`config.mk`:
```
export PLATFORM = sky130hd
export DESIGN_NAME = spi_slave_zn
export DESIGN_NICKNAME = d
export VERILOG_FILES = /design/src/rtl/spi_z_pkg.sv /design/src/rtl/spi_z_frontend.sv /design/src/rtl/spi_slave_zn.sv
export SDC_FILE = /design/constraint.sdc
export NUM_CORES = 1
export LEC_CHECK = 0
export CAP_MARGIN = 10
export CORE_MARGIN = 2
export CORE_UTILIZATION = 30
export CTS_BUF_LIST = sky130_fd_sc_hd__clkbuf_4 sky130_fd_sc_hd__clkbuf_8 sky130_fd_sc_hd__clkbuf_16
export CTS_CLUSTER_DIAMETER = 120
export DETAILED_ROUTE_END_ITERATION = 7
export SLEW_MARGIN = 20
export SYNTH_ARGS = -nofsm -noshare
export SYNTH_HDL_FRONTEND = slang
export SYNTH_HIERARCHICAL = 1
export SYNTH_SLANG_ARGS = --single-unit
export TNS_END_PERCENT = 20
```
`constraint.sdc`:
```
create_clock -name clk -period 2.9 [get_ports clk]
set_clock_uncertainty 0.05 [all_clocks]
set_input_delay 0.58 -clock clk [delete_from_list [all_inputs] [get_ports clk]]
set_output_delay 0.58 -clock clk [all_outputs]
set_load 0.02 [all_outputs]
```
`src/rtl/spi_z_pkg.sv`:
```
// Shared constants for the impedance-measurement SPI slave: frame codes and
// the FSM state type.
package spi_z_pkg;

    localparam logic [15:0] START_CODE = 16'hfedc;
    localparam logic [15:0] TEST_CODE  = 16'hff0a;
    localparam logic [15:0] STOP_CODE  = 16'h0123;

    typedef logic [1:0] z_state_t;

    localparam z_state_t ST_IDLE = 2'd0;
    localparam z_state_t ST_MEAS = 2'd1;
    localparam z_state_t ST_TEST = 2'd2;

endpackage

```
`src/rtl/spi_z_frontend.sv`:
```
// SPI mode-0 receive front end: 2-FF synchronisers on SCLK/CS_b/MOSI, edge
// detection, bit counter and MSB-first shift register. Emits the complete
// frame word with a one-clk strobe, and a one-clk error pulse when CS_b rises
// part-way through a frame.
module spi_z_frontend #(
    parameter int FRAME_W = 32
) (
    input  logic                       clk,
    input  logic                       rst,
    input  logic                       i_cs_b,
    input  logic                       i_sclk,
    input  logic                       i_mosi,
    output logic [FRAME_W-1:0]         o_word,
    output logic                       o_strobe,
    output logic                       o_err,
    output logic [$clog2(FRAME_W)-1:0] o_bit_cnt,
    output logic                       o_cs_low,
    output logic                       o_sclk_fall
);

    localparam int CNT_W = $clog2(FRAME_W);

    logic [1:0]         r_sclk_sync;
    logic [1:0]         r_cs_sync;
    logic [1:0]         r_mosi_sync;
    logic               r_sclk_d;
    logic               r_cs_d;
    logic [CNT_W-1:0]   r_bit_cnt;
    logic [FRAME_W-1:0] r_shift;
    logic               r_strobe;
    logic               r_err;

    logic w_sclk;
    logic w_sclk_rise;
    logic w_sclk_fall;
    logic w_cs_low;
    logic w_cs_rise;
    logic w_mosi;

    assign w_sclk      = r_sclk_sync[1];
    assign w_mosi      = r_mosi_sync[1];
    assign w_sclk_rise = w_sclk & ~r_sclk_d;
    assign w_sclk_fall = ~w_sclk & r_sclk_d;
    assign w_cs_low    = ~r_cs_sync[1];
    assign w_cs_rise   = r_cs_sync[1] & ~r_cs_d;

    // Synchronise the SPI pins into clk and keep one delayed copy for edges.
    // CS_b resets to its inactive (high) level so reset never looks like a
    // CS_b rising edge.
    always_ff @(posedge clk or posedge rst) begin
        if (rst) begin
            r_sclk_sync <= 2'b00;
            r_cs_sync   <= 2'b11;
            r_mosi_sync <= 2'b00;
            r_sclk_d    <= 1'b0;
            r_cs_d      <= 1'b1;
        end else begin
            r_sclk_sync <= {r_sclk_sync[0], i_sclk};
            r_cs_sync   <= {r_cs_sync[0], i_cs_b};
            r_mosi_sync <= {r_mosi_sync[0], i_mosi};
            r_sclk_d    <= w_sclk;
            r_cs_d      <= r_cs_sync[1];
        end
    end

    // Count and shift bits on SCLK rising edges; strobe after the last bit,
    // flag and discard a frame cut short by CS_b.
    always_ff @(posedge clk or posedge rst) begin
        if (rst) begin
            r_bit_cnt <= '0;
            r_shift   <= '0;
            r_strobe  <= 1'b0;
            r_err     <= 1'b0;
        end else begin
            r_strobe <= 1'b0;
            r_err    <= 1'b0;
            if (w_cs_rise) begin
                if (r_bit_cnt != '0) begin
                    r_err <= 1'b1;
                end
                r_bit_cnt <= '0;
            end else if (w_cs_low && w_sclk_rise) begin
                r_shift <= {r_shift[FRAME_W-2:0], w_mosi};
                if (r_bit_cnt == CNT_W'(FRAME_W - 1)) begin
                    r_bit_cnt <= '0;
                    r_strobe  <= 1'b1;
                end else begin
                    r_bit_cnt <= r_bit_cnt + 1'b1;
                end
            end
        end
    end

    assign o_word      = r_shift;
    assign o_strobe    = r_strobe;
    assign o_err       = r_err;
    assign o_bit_cnt   = r_bit_cnt;
    assign o_cs_low    = w_cs_low;
    assign o_sclk_fall = w_sclk_fall;

endmodule

```
`src/rtl/spi_slave_zn.sv`:
```
// SPI slave controlling an impedance sweep over two electrode groups.
// Frames are {code, payload}; START/STOP/TEST codes drive the FSM, other
// codes in MEAS deliver stimulus words and advance the electrode sweep.
// Optional feature macro: SPI_Z_TEST_EN (TEST state and MISO readback of
// TEST_CODE). Without it MISO and miso_oe are tied low.
module spi_slave_zn
    import spi_z_pkg::*;
#(
    parameter int FRAME_W = 32,
    parameter int N_CH    = 16,
    parameter int SR_W    = 5
) (
    input  logic                   clk,
    input  logic                   rst,
    input  logic                   CS_b,
    input  logic                   SCLK,
    input  logic                   MOSI,
    output logic                   MISO,
    output logic                   miso_oe,
    output logic [N_CH-1:0]        ch_sel,
    output logic [FRAME_W/2-1:0]   d_out_a,
    output logic [FRAME_W/2-1:0]   d_out_b,
    output logic                   d_valid,
    output logic                   z_meas_en,
    output logic                   data_rdy_nsl,
    output logic                   meas_done,
    output logic                   frame_err,
    output logic [SR_W-1:0]        s_r,
    output logic [1:0]             o_dbg_state
);

    localparam int HALF  = FRAME_W / 2;
    localparam int CNT_W = $clog2(FRAME_W);
    localparam int CH_W  = (N_CH > 1) ? $clog2(N_CH) : 1;

    logic [FRAME_W-1:0] w_word;
    logic               w_strobe;
    logic               w_fe_err;
    logic [CNT_W-1:0]   w_bit_cnt;
    logic               w_cs_low;
    logic               w_sclk_fall;
    logic [HALF-1:0]    w_code;
    logic [HALF-1:0]    w_payload;
    logic [HALF-1:0]    w_stim_next;

    z_state_t           r_state;
    logic [HALF-1:0]    r_cycles;
    logic [HALF-1:0]    r_stim_n;
    logic [CH_W-1:0]    r_ch;
    logic               r_first_seen;

    spi_z_frontend #(
        .FRAME_W (FRAME_W)
    ) u_frontend (
        .clk         (clk),
        .rst         (rst),
        .i_cs_b      (CS_b),
        .i_sclk      (SCLK),
        .i_mosi      (MOSI),
        .o_word      (w_word),
        .o_strobe    (w_strobe),
        .o_err       (w_fe_err),
        .o_bit_cnt   (w_bit_cnt),
        .o_cs_low    (w_cs_low),
        .o_sclk_fall (w_sclk_fall)
    );

    assign w_code      = w_word[FRAME_W-1:HALF];
    assign w_payload   = w_word[HALF-1:0];
    assign w_stim_next = r_stim_n + HALF'(1);

    // Frame decode, FSM and sweep counters. A control code always wins over
    // data handling, so a START/STOP landing on the last sweep frame acts as
    // control.
    always_ff @(posedge clk or posedge rst) begin
        if (rst) begin
            r_state      <= ST_IDLE;
            r_cycles     <= '0;
            r_stim_n     <= '0;
            r_ch         <= '0;
            r_first_seen <= 1'b0;
            d_out_a      <= '0;
            d_out_b      <= '0;
            d_valid      <= 1'b0;
            data_rdy_nsl <= 1'b0;
            meas_done    <= 1'b0;
            frame_err    <= 1'b0;
            s_r          <= '0;
        end else begin
            d_valid   <= 1'b0;
            meas_done <= 1'b0;
            frame_err <= w_fe_err;
            if (w_strobe) begin
                if (w_code == HALF'(STOP_CODE)) begin
                    r_state      <= ST_IDLE;
                    s_r          <= w_payload[SR_W-1:0];
                    r_cycles     <= '0;
                    r_stim_n     <= '0;
                    r_ch         <= '0;
                    r_first_seen <= 1'b0;
                    data_rdy_nsl <= 1'b0;
                end else if (w_code == HALF'(START_CODE)) begin
                    if (w_payload != '0) begin
                        r_state      <= ST_MEAS;
                        r_cycles     <= w_payload;
                        r_stim_n     <= '0;
                        r_ch         <= '0;
                        r_first_seen <= 1'b0;
                        data_rdy_nsl <= 1'b0;
                    end else begin
                        frame_err <= 1'b1;
                    end
`ifdef SPI_Z_TEST_EN
                end else if (w_code == HALF'(TEST_CODE)) begin
                    r_state      <= ST_TEST;
                    r_cycles     <= '0;
                    r_stim_n     <= '0;
                    r_ch         <= '0;
                    r_first_seen <= 1'b0;
                    data_rdy_nsl <= 1'b0;
`endif
                end else if (r_state == ST_MEAS) begin
                    d_out_a      <= w_code;
                    d_out_b      <= w_payload;
                    d_valid      <= 1'b1;
                    r_first_seen <= 1'b1;
                    if (r_first_seen) begin
                        data_rdy_nsl <= 1'b1;
                    end
                    if (w_stim_next == r_cycles) begin
                        r_stim_n <= '0;
                        if (r_ch == CH_W'(N_CH - 1)) begin
                            r_state      <= ST_IDLE;
                            meas_done    <= 1'b1;
                            r_ch         <= '0;
                            r_first_seen <= 1'b0;
                            data_rdy_nsl <= 1'b0;
                        end else begin
                            r_ch <= r_ch + 1'b1;
                        end
                    end else begin
                        r_stim_n <= w_stim_next;
                    end
                end
            end
        end
    end

    assign ch_sel      = (r_state == ST_MEAS) ? (N_CH'(1) << r_ch) : '0;
    assign z_meas_en   = (r_state == ST_MEAS);
    assign o_dbg_state = r_state;

`ifdef SPI_Z_TEST_EN
    logic [HALF-1:0] r_tx;
    logic            w_oe;

    assign w_oe = (r_state == ST_TEST) && w_cs_low;

    // TEST readback: MSB of TEST_CODE is preloaded while CS_b is high, then
    // the code shifts out on SCLK falls and reloads at each half-frame start.
    always_ff @(posedge clk or posedge rst) begin
        if (rst) begin
            r_tx <= '0;
        end else if (!w_cs_low) begin
            r_tx <= HALF'(TEST_CODE);
        end else if (w_sclk_fall) begin
            if (w_bit_cnt == '0 || w_bit_cnt == CNT_W'(HALF)) begin
                r_tx <= HALF'(TEST_CODE);
            end else begin
                r_tx <= {r_tx[HALF-2:0], 1'b0};
            end
        end
    end

    assign miso_oe = w_oe;
    assign MISO    = w_oe & r_tx[HALF-1];
`else
    logic w_unused_tx;

    assign w_unused_tx = &{1'b0, w_sclk_fall, w_bit_cnt, w_cs_low};
    assign miso_oe     = 1'b0;
    assign MISO        = 1'b0;
`endif

endmodule

```
==> flow_summary.yaml, run 1 <==
pwr:
  report.power.total_mw: 4.250
  p_per_area_nw_per_um2: 535.5
  p_leak_nw: 3.721
  vdd_drop_max_uv: 360.0
grt:
  grt_pass1_wl_mm: 25.61
  track_usage_pct: 14.48
  grt_overflow: 0
  antenna_found_initial: 0
  first_global_vias: 4812
  grt_max_degree: 48
detailed_routing:
  drcViolationCount: 0
  first_iter_violations: 303
  via_count: 5020
  dr_wl_met2_mm: 7.304
  drt-total-wl_mm: 15.52
  firstDrtPassIters: 5
  avgRoutedWirePerCell_um: 14.69
  highest_layer: "met4"
  via_per_inst: 4.749
  ant_nets: 0
  wl_met1_mm: 7.590
  routed-wl-met3_um: 480
floorplan:
  die_area_sq_um: 22010
  die_y_um: 148.4
  core_area_sq_um: 20360
  die_x_um: 148.4
  initial_core_util_pct: 30.70
  rows: 52
  io_pins: 67
synth:
  avgSynthCellArea_sq_um: 8.968
  yosysWarningCount: 6
  synth_area_sq_um: 6251
  netlist_instances: 697
setup_path:
  crit_arrival_ns: 2.99
  ff2ff_setup_slack_ns: 0.15
  regToRegStartpoint: "r_stim_n[1]$_DFFE_PP0P_"
  endpoint: "data_rdy_nsl$_DFFE_PP0P_"
  r2r_cells: 9
  path_class: "register to register"
  critPathMaxStageDelay_ns: 0.47
  cp_top_family: "compound AO/OA/AOI/OAI gates"
  path_cells: "ha_4 -> nand3_2 -> a2111oi_2 -> nor4_2 -> nor4b_2 -> o2111ai_4 -> buf_4 -> o21a_1 -> o22a_1"
  worstSetupEndpointType: "register"
  crit_required_ns: 3.14
  crit_slowest_cell: "dfrtp_1"
  cp-startpoint: "r_stim_n[1]$_DFFE_PP0P_"
  crit_buf_inv: 1
  crit_cells: 9
  path_max_fanout: 9
  reg2reg_to: "data_rdy_nsl$_DFFE_PP0P_"
  cp-start-kind: "register"
clock_tree:
  clk_pin_slew_ns: 0.06
  clkSinkCount: 126
  clock_tree.root_cell: "clkbuf_16"
  cts_tree: "built"
  clockBufferDepth: 2
  cts_max_level: 4
  cts_made_buffers: 17
  clock_latency_ns: 0.41
place:
  portBuffers: 63
  preCtsSetupSlack_ns: 0.004966
  gp_congestion: 0.8666
  post-dp-hpwl_mm: 10.81
timing:
  hold_viol_final: 0
  relSlewSlack_pct: 42.61
  period_needed_ns: 2.750
  max_freq_mhz: 363.6
  period_share_pct: 94.84
  tightestPinTransition_ns: 0.8599
  setup_viol: 0
  setup_ws_ns: 0.1495
  drv_slew: 0
cells_and_area:
  nNetsFinal: 789
  layout-drive-gt1-share_pct: 12.58
  n_antenna_cell: 0
  area_delta_synth_final_pct: 26.98
flow_run:
  drv_cap: 0
outcome:
  status: "finished, final reports clean"
worst_hold_path:
  hold_class: "register to register"
==> worst min path at each step <==
stage                                              startpoint                                   to  slack [ns]  cells past startpoint
after floorplan           u_frontend/r_mosi_sync[0]$_DFF_PP0_  u_frontend/r_mosi_sync[1]$_DFF_PP0_        0.28                      0
after global placement    u_frontend/r_mosi_sync[0]$_DFF_PP0_  u_frontend/r_mosi_sync[1]$_DFF_PP0_        0.29                      0
after detailed placement  u_frontend/r_mosi_sync[0]$_DFF_PP0_  u_frontend/r_mosi_sync[1]$_DFF_PP0_        0.28                      0
after CTS                 u_frontend/r_mosi_sync[0]$_DFF_PP0_  u_frontend/r_mosi_sync[1]$_DFF_PP0_        0.30                      0
after global routing      u_frontend/r_sclk_sync[0]$_DFF_PP0_  u_frontend/r_sclk_sync[1]$_DFF_PP0_        0.31                      0
final                     u_frontend/r_mosi_sync[0]$_DFF_PP0_  u_frontend/r_mosi_sync[1]$_DFF_PP0_        0.30                      0
==> area by class of cell <==
cell class,instances,area (sq um)
inverter,12,46.29
timing repair buffer,96,890.9
fill,2062,12430
sequential,126,3157
multi-input combinational,521,2880
clock inverter,15,200.2
clock buffer,17,425.4
tap,270,337.8
==> state kept, by name, indices dropped and copies added, names as in the netlist, 4 cells and up <==
name                  flops
r_stim_n                 16
d_out_b                  16
u_frontend/o_word        32
u_frontend/o_bit_cnt      5
r_cycles                 16
r_ch                      4
s_r                       5
d_out_a                  16
==> power breakdown <==
part           total [mW]  leakage [nW]  switching, mW  internal (mW)
combinational       0.147          1.68         0.0951         0.0521
sequential           1.86          1.73         0.0575           1.80
clock                2.25         0.306          0.862           1.39
==> layout by cell type (no fill, tap or decap), types with 5 or more instances in the layout <==
cell / n
nand2_1: 274
dfrtp_1: 123
clkdlybuf4s50_1: 63
buf_4: 32
o21ai_0: 29
nor4_1: 18
nor2_1: 18
nand3_1: 17
xnor2_1: 17
clkbuf_16: 17
and3_1: 11
nand4_1: 9
inv_1: 9
ha_1: 9
nand2b_1: 8
o211ai_1: 8
nor3_1: 6
mux2_2: 5
xor2_1: 5
o21a_1: 5
or3_1: 5
==> per-layer routing <==
| metal | global-route usage (%) | vias up |
|---|---|---|
| met5 | 0 | - |
| met4 | 3.714 | 0 |
| met3 | 3.129 | 12 |
| met2 | 23.45 | 87 |
| met1 | 19.80 | 2404 |
| li1 | - | 2517 |
==> stage by stage <==
step / setup TNS, ns / utilization, % / cell area, sq um / hold WS [ns] / cells
floorplan: 0 / - / 6259 / 0.2812 / 699
global route: -0.01140 / 38.98 / 7938 / 0.3102 / 1057
detailed placement: 0 / 35.66 / 7262 / 0.2847 / 1024
global placement: 0 / 35.66 / 7262 / 0.2871 / 1024
CTS: 0 / 38.73 / 7888 / 0.2988 / 1056
finish: 0 / 38.98 / 7938 / 0.2975 / 1057
==> timing repair <==
item | 4_1_cts | 5_1_grt
hold buffers | 0 | 0
resized for setup | 0 | 8
endpoints found under the hold margin | 0 | 0
setup endpoints to repair | 0 | 21
buffers inserted | 0 | 1
Note: power is estimated with default switching activity, not from simulation.
==> run 2: changes to the inputs <==
Settings changed: SLEW_MARGIN 20 to not set.
==> results of run 2 <==
Same layout as run 1: the final DEF is identical, and so are final timing and power.
==> run 3: changes to the inputs <==
Settings changed: CTS_CLUSTER_DIAMETER 120 to 200, SLEW_MARGIN set to 20.
==> results of run 3 <==
Same layout as run 1: the final DEF is identical, and so are final timing and power.
